### src/rtl/vdp_vram_pkg.sv
// Shared types and constants for the VDP VRAM slot scheduler.
// Owner codes double as the debug value on vram_owner.
package vdp_vram_pkg;

    typedef enum logic [2:0] {
        OwnNone    = 3'd0,
        OwnScreen  = 3'd1,
        OwnSprite  = 3'd2,
        OwnCpu     = 3'd3,
        OwnCmd     = 3'd4,
        OwnRefresh = 3'd5
    } owner_e;

    typedef enum logic [1:0] {
        ClsFree,
        ClsRefresh,
        ClsScreen,
        ClsSprite
    } slot_class_e;

    localparam int unsigned DEF_SCREEN_SLOT_START = 16;
    localparam int unsigned DEF_SCREEN_SLOT_END   = 271;
    localparam int unsigned DEF_SPRITE_SLOT_START = 272;
    localparam int unsigned DEF_SPRITE_SLOT_END   = 303;
    localparam int unsigned DEF_REFRESH_SLOT_A    = 0;
    localparam int unsigned DEF_REFRESH_SLOT_B    = 171;
    localparam int unsigned DEF_STARVE_LIMIT      = 3;

    localparam logic [2:0] PHASE_ISSUE   = 3'd1;
    localparam logic [2:0] PHASE_CAPTURE = 3'd6;
    localparam logic [2:0] PHASE_ACK     = 3'd7;

    function automatic logic is_access(owner_e o);
        return o inside {OwnScreen, OwnSprite, OwnCpu, OwnCmd};
    endfunction

endpackage

### src/rtl/vdp_vram_slot_map.sv
// Combinational slot classifier: decides which fixed user, if any, owns a slot.
// Earlier tests take priority, so refresh wins over the screen window.
module vdp_vram_slot_map
    import vdp_vram_pkg::*;
#(
    parameter int unsigned SCREEN_SLOT_START = DEF_SCREEN_SLOT_START,
    parameter int unsigned SCREEN_SLOT_END   = DEF_SCREEN_SLOT_END,
    parameter int unsigned SPRITE_SLOT_START = DEF_SPRITE_SLOT_START,
    parameter int unsigned SPRITE_SLOT_END   = DEF_SPRITE_SLOT_END,
    parameter int unsigned REFRESH_SLOT_A    = DEF_REFRESH_SLOT_A,
    parameter int unsigned REFRESH_SLOT_B    = DEF_REFRESH_SLOT_B
) (
    input  logic [8:0]  slot,
    input  logic        act,
    input  logic        screen_v_active,
    input  logic        reg_sprite_disable,
    output slot_class_e slot_class
);

    logic [31:0] slot_w;
    assign slot_w = 32'(slot);

    always_comb begin
        slot_class = ClsFree;
        if (slot_w == REFRESH_SLOT_A || slot_w == REFRESH_SLOT_B) begin
            slot_class = ClsRefresh;
        end else if (act && slot_w >= SCREEN_SLOT_START && slot_w <= SCREEN_SLOT_END &&
                     slot[1:0] != 2'd3) begin
            slot_class = ClsScreen;
        end else if (screen_v_active && !reg_sprite_disable &&
                     slot_w >= SPRITE_SLOT_START && slot_w <= SPRITE_SLOT_END) begin
            slot_class = ClsSprite;
        end
    end

endmodule

### src/rtl/vdp_vram_slot_scheduler.sv
// Time-slot arbiter for the single VRAM port: 342 slots of 8 clocks per line,
// each owned by screen, sprite, refresh, CPU or command engine.
module vdp_vram_slot_scheduler
    import vdp_vram_pkg::*;
#(
    parameter int unsigned SCREEN_SLOT_START = DEF_SCREEN_SLOT_START,
    parameter int unsigned SCREEN_SLOT_END   = DEF_SCREEN_SLOT_END,
    parameter int unsigned SPRITE_SLOT_START = DEF_SPRITE_SLOT_START,
    parameter int unsigned SPRITE_SLOT_END   = DEF_SPRITE_SLOT_END,
    parameter int unsigned REFRESH_SLOT_A    = DEF_REFRESH_SLOT_A,
    parameter int unsigned REFRESH_SLOT_B    = DEF_REFRESH_SLOT_B,
    parameter int unsigned STARVE_LIMIT      = DEF_STARVE_LIMIT
) (
    input  logic        clk,
    input  logic        reset,
    input  logic [11:0] h_count,
    input  logic        screen_v_active,
    input  logic        reg_display_on,
    input  logic        reg_sprite_disable,
    input  logic [16:0] screen_address,
    input  logic [16:0] sprite_address,
    output logic [7:0]  fetch_rdata,
    output logic        screen_rdata_en,
    output logic        sprite_rdata_en,
    input  logic        cpu_req,
    input  logic        cpu_write,
    input  logic [16:0] cpu_address,
    input  logic [7:0]  cpu_wdata,
    output logic        cpu_ack,
    output logic [7:0]  cpu_rdata,
    input  logic        cmd_req,
    input  logic        cmd_write,
    input  logic [16:0] cmd_address,
    input  logic [7:0]  cmd_wdata,
    output logic        cmd_ack,
    output logic [7:0]  cmd_rdata,
    output logic        vram_valid,
    output logic        vram_write,
    output logic [16:0] vram_address,
    output logic [7:0]  vram_wdata,
    output logic        vram_refresh,
    input  logic [7:0]  vram_rdata,
    output logic [2:0]  vram_owner
);

    logic [2:0]  phase;
    logic [2:0]  next_phase;
    logic [8:0]  slot;
    logic        act;
    slot_class_e slot_class;
    owner_e      grant;
    owner_e      owner;
    logic [1:0]  starve_cnt;
    logic        starved;
    logic [16:0] sel_address;
    logic        sel_write;
    logic [7:0]  sel_wdata;

    assign phase      = h_count[2:0];
    assign next_phase = phase + 3'd1;
    assign slot       = h_count[11:3];
    assign act        = screen_v_active & reg_display_on;
    assign starved    = 32'(starve_cnt) >= STARVE_LIMIT;
    assign vram_owner = owner;

    vdp_vram_slot_map #(
        .SCREEN_SLOT_START (SCREEN_SLOT_START),
        .SCREEN_SLOT_END   (SCREEN_SLOT_END),
        .SPRITE_SLOT_START (SPRITE_SLOT_START),
        .SPRITE_SLOT_END   (SPRITE_SLOT_END),
        .REFRESH_SLOT_A    (REFRESH_SLOT_A),
        .REFRESH_SLOT_B    (REFRESH_SLOT_B)
    ) u_slot_map (
        .slot               (slot),
        .act                (act),
        .screen_v_active    (screen_v_active),
        .reg_sprite_disable (reg_sprite_disable),
        .slot_class         (slot_class)
    );

    always_comb begin
        grant = OwnNone;
        unique case (slot_class)
            ClsRefresh: grant = OwnRefresh;
            ClsScreen:  grant = OwnScreen;
            ClsSprite:  grant = OwnSprite;
            ClsFree: begin
                if (cmd_req && starved) begin
                    grant = OwnCmd;
                end else if (cpu_req) begin
                    grant = OwnCpu;
                end else if (cmd_req) begin
                    grant = OwnCmd;
                end
            end
        endcase
    end

    always_comb begin
        sel_address = '0;
        sel_write   = 1'b0;
        sel_wdata   = '0;
        unique case (grant)
            OwnScreen: sel_address = screen_address;
            OwnSprite: sel_address = sprite_address;
            OwnCpu: begin
                sel_address = cpu_address;
                sel_write   = cpu_write;
                sel_wdata   = cpu_wdata;
            end
            OwnCmd: begin
                sel_address = cmd_address;
                sel_write   = cmd_write;
                sel_wdata   = cmd_wdata;
            end
            default: ;
        endcase
    end

    always_ff @(posedge clk or posedge reset) begin
        if (reset) begin
            owner           <= OwnNone;
            starve_cnt      <= 2'd0;
            vram_valid      <= 1'b0;
            vram_refresh    <= 1'b0;
            vram_write      <= 1'b0;
            vram_address    <= '0;
            vram_wdata      <= '0;
            cpu_ack         <= 1'b0;
            cmd_ack         <= 1'b0;
            screen_rdata_en <= 1'b0;
            sprite_rdata_en <= 1'b0;
            cpu_rdata       <= '0;
            cmd_rdata       <= '0;
            fetch_rdata     <= '0;
        end else begin
            vram_valid      <= 1'b0;
            vram_refresh    <= 1'b0;
            cpu_ack         <= 1'b0;
            cmd_ack         <= 1'b0;
            screen_rdata_en <= 1'b0;
            sprite_rdata_en <= 1'b0;

            // Grant and latch on the edge leaving phase 0.
            if (next_phase == PHASE_ISSUE) begin
                owner        <= grant;
                vram_valid   <= is_access(grant);
                vram_refresh <= (grant == OwnRefresh);
                vram_address <= sel_address;
                vram_write   <= sel_write;
                vram_wdata   <= sel_wdata;
                if (grant == OwnCmd) begin
                    starve_cnt <= 2'd0;
                end else if (grant == OwnCpu && cmd_req && starve_cnt != 2'd3) begin
                    starve_cnt <= starve_cnt + 2'd1;
                end
            end

            // Data sampled at the end of phase 6 is presented with the phase-7 pulse.
            if (phase == PHASE_CAPTURE && next_phase == PHASE_ACK) begin
                unique case (owner)
                    OwnScreen: begin
                        fetch_rdata     <= vram_rdata;
                        screen_rdata_en <= 1'b1;
                    end
                    OwnSprite: begin
                        fetch_rdata     <= vram_rdata;
                        sprite_rdata_en <= 1'b1;
                    end
                    OwnCpu: begin
                        if (!vram_write) cpu_rdata <= vram_rdata;
                        cpu_ack <= 1'b1;
                    end
                    OwnCmd: begin
                        if (!vram_write) cmd_rdata <= vram_rdata;
                        cmd_ack <= 1'b1;
                    end
                    default: ;
                endcase
            end
        end
    end

endmodule

### config.mk
export PLATFORM = sky130hd
export DESIGN_NAME = vdp_vram_slot_scheduler
export DESIGN_NICKNAME = d
export VERILOG_FILES = /design/src/rtl/vdp_vram_pkg.sv /design/src/rtl/vdp_vram_slot_map.sv /design/src/rtl/vdp_vram_slot_scheduler.sv
export SDC_FILE = /design/constraint.sdc
export NUM_CORES = 1
export LEC_CHECK = 0
export CORE_ASPECT_RATIO = 0.5
export CORE_MARGIN = 2
export CORE_UTILIZATION = 25
export DETAILED_ROUTE_END_ITERATION = 6
export GPL_TIMING_DRIVEN = 1
export PLACE_DENSITY = 0.54
export SLEW_MARGIN = 0
export SYNTH_ARGS = -nofsm -noshare
export SYNTH_HDL_FRONTEND = slang
export SYNTH_SLANG_ARGS = --single-unit
### constraint.sdc
create_clock -name clk -period 1.9 [get_ports clk]
set_input_delay 0.38 -clock clk [delete_from_list [all_inputs] [get_ports clk]]
set_output_delay 0.38 -clock clk [all_outputs]
set_load 0.02 [all_outputs]
==> impl_results.md <==
* Status: complete, no violations
* Initial Util at 25.94%
* Pre-CTS setup slack at -0.5564 ns
* Met1 usage at 21.68%
* Final period utilization at 97.27%
* Layout cells sized above 1 at 22.08%
* Library cells used by synthesis at 40
* DRT antenna net count at 0
* Vias at 3,191
* Clock period minus worst slack at 1.848 ns
* Slew Viols, Final at 0
* Largest net degree at the start of global routing at 31
* Final HPWL DP at 8248 um
* Critical Path Max Stage Delay at 0.43 ns
* GRT met3 Usage at 4.396%
* DRT iter0 DRCs at 131
* Worst EP required at 2.11 ns
* Final cell utilization of the core at 48.53%
* Worst-path maximum fanout at 5
* CTS Buf Count at 9
* Worst Hold Class: primary input to async pin
* Final setup fails at 0
* R2R Path Start: vram_owner[2]
* Worst setup SP type: primary input
* Critical path, cell by cell: clkdlybuf4s50_1 -> buf_4 -> nor3_4 -> buf_4 -> nand2_1 -> nor4b_4 -> mux2_1
* Grt met2 use at 27.65%
* First-pass GRT wire length at 17,190 um
* Smallest hold slack at 0.3394 ns
* Top-area cell type share of the netlist area at 49.25%
* Vias in the first global route at 3,226
* Clock Pin Slew Worst Setup and Hold Paths at 0.06 ns
* Row count at 28
* Total grt overflow at 0
* Post-synth EDFFs at 0
* IO Port Bufs at 171
* Ys async rst share at 100.0%
* Area of the core at 0.01195 mm2
* # nets final at 639
* Register area share after synthesis at 49.25%
* Top cells by area, synth: dfrtp_1 49%, a32oi_1 9.6%, mux2_2 8.7%
* Final hold viol count at 0
* Initial antenna violation count at 0
* Yosys top cell by area: dfrtp_1
* Area Growth Syn to Fin at 87.08%
* GPL Wtd Cong at 0.7409
* Critical Path Slowest Stage Cell: clkdlybuf4s50_1
* CTS Buffer Depth at 2
* Ys flop type: dfrtp_1
* Synthesized area at 0.003099 mm2
* Max_cap viols at 0
* Worst reg2reg setup slack at 0.26 ns
* Crit. End Element: flop
* DIE HEIGHT at 82.73 um
* Post-Synthesis Cells at 308
* R2r endpoint: fetch_rdata[1]
* Mapped Nets at 422
* H-tree levels at 3
* DRT Wirelength at 10,870 um
* Die area at 0.01336 mm2
* Number of clock sinks at 61
* Slew @ Worst Pin at 0.4571 ns
* Leak at 2.438 nW
* Max_slew headroom at 69.39%
* Pwr dens at 896.5 mW/mm2
* Clk root buf: clkbuf_16
* Post-route DRC at 0
* Die Wd at 161.5 um
* Fmax at 0.5411 GHz
* Max VDD drop at 0.4566 mV
* Clock Skew at 0.003631 ns
* DR vias/cell at 4.591
* Setup Crit Path Kind: primary input to flop
* First-pass DRT Iterations at 4
* Min setup slack post-route at 0.05194 ns
* Reg2reg path depth at 5
* GRT Max-Usage Layer: met2
* Drt wl/cell at 15.64 um
* Clk_lat worst skew at 0.33 ns
* Seq cells post-synth at 61
* Antenna Cells at 0
* I/O pins at 172
* Worst path most repeated cell: buf_4
* GRT Total Usage at 16.56%
* Syn Area/Cell at 10.06 um2
* Warnings from Yosys at 0
* TritonCTS clock tree: yes
* Critical Path AT at 2.06 ns
[synth_stat cells, types with 2 or more instances]
cell       n
nand4_1    2
nor2b_1    2
dfrtp_1   61
buf_2      2
nor4_1     2
nand3_1   18
inv_1      3
o21ai_0    9
a32oi_1   34
buf_1      2
a22oi_1    9
nand2b_1   3
mux2_1     2
a21boi_0  17
nor2_1    26
clkbuf_1  17
nand2_1   51
mux2_2    24
nor3_1     3
[what timing repair did]
item	in CTS	in global routing
setup buffers	1	0
pin swaps	4	4
setup endpoints to repair	32	46
gates resized for setup	9	17
hold endpoints to repair	0	0
hold buffers	0	0
[placed cells by master (no fill, tap or decap), types with 17 or more instances in the layout]
| master | count |
|---|---|
| clkdlybuf4s50_1 | 166 |
| nand3_1 | 18 |
| a21boi_0 | 17 |
| nor2_1 | 25 |
| dfrtp_1 | 61 |
| nand2_1 | 51 |
| buf_4 | 50 |
| a32oi_1 | 34 |
| mux2_2 | 24 |
[worst max-delay path, delay by kind of cell]
family	cells	cell delay, ns
buf+inv	3	0.76
mux	1	0.35
simple gates	3	0.59
[per-stage QoR]
stage                     area [um2]    TNS, ns  power, mW  instances
after floorplan                 3120    -0.4202      2.548        308
after global placement          5435     -20.66      3.551        678
after detailed placement        5435     -22.22      3.564        678
after CTS                       5746          0      5.243        695
after global routing            5798  -0.004930      5.471        695
final                           5798          0      5.198        695
[cell type report]
type                            count  area, um2
Fill cell                        1137       6148
Timing Repair Buffer              228       2198
Multi-Input combinational cell    222       1556
Sequential cell                    61       1526
Clock buffer                        9      225.2
Tap cell                          165      206.4
Clock inverter                      7      73.82
Inverter                            3      11.26
[where the power goes]
part	leakage (nW)	switching, mW	internal [mW]	total, mW
combinational	1.49	0.805	1.01	1.81
clock	0.146	0.627	1.02	1.65
sequential	0.799	0.153	1.58	1.74
total	2.44	1.59	3.61	5.20
[cell families (layout without fill, tap and decap cells)]
family / after synthesis / after routing / synth area share [%]
buffers and inverters: 25 / 247 / 3.351
AND/OR/NAND/NOR: 116 / 116 / 17.64
flip-flops: 61 / 61 / 49.25
XOR/XNOR: 2 / 2 / 0.5653
multiplexers: 26 / 26 / 9.447
adder cells (fa/ha/maj): 1 / 1 / 0.4036
AO/OA/AOI/OAI: 77 / 77 / 19.34
[per-layer routing]
| layer | vias to the layer above | share of wire [%] |
|---|---|---|
| li1 | 1578 | - |
| met2 | 77 | 48 |
| met4 | 0 | 0.86 |
| met5 | - | 0 |
| met3 | 10 | 4.2 |
| met1 | 1526 | 47 |
[flip-flops by register name, indices dropped and copies added, names as in the netlist, 2 cells and up]
| name | count |
|---|---|
| vram_address | 17 |
| cpu_rdata | 8 |
| starve_cnt | 2 |
| cmd_rdata | 8 |
| vram_owner | 3 |
| fetch_rdata | 8 |
| vram_wdata | 8 |
[worst max-delay path by stage]
stage | startpoint | to | cells past startpoint
after global placement | h_count[10] | starve_cnt[1] | 6
after CTS | h_count[7] | starve_cnt[0] | 6
after detailed placement | h_count[10] | starve_cnt[1] | 6
after floorplan | h_count[10] | starve_cnt[0] | 6
after global routing | screen_v_active | vram_address[14] | 6
final | h_count[1] | starve_cnt[1] | 7
Note: power is estimated with default switching activity, not from simulation.
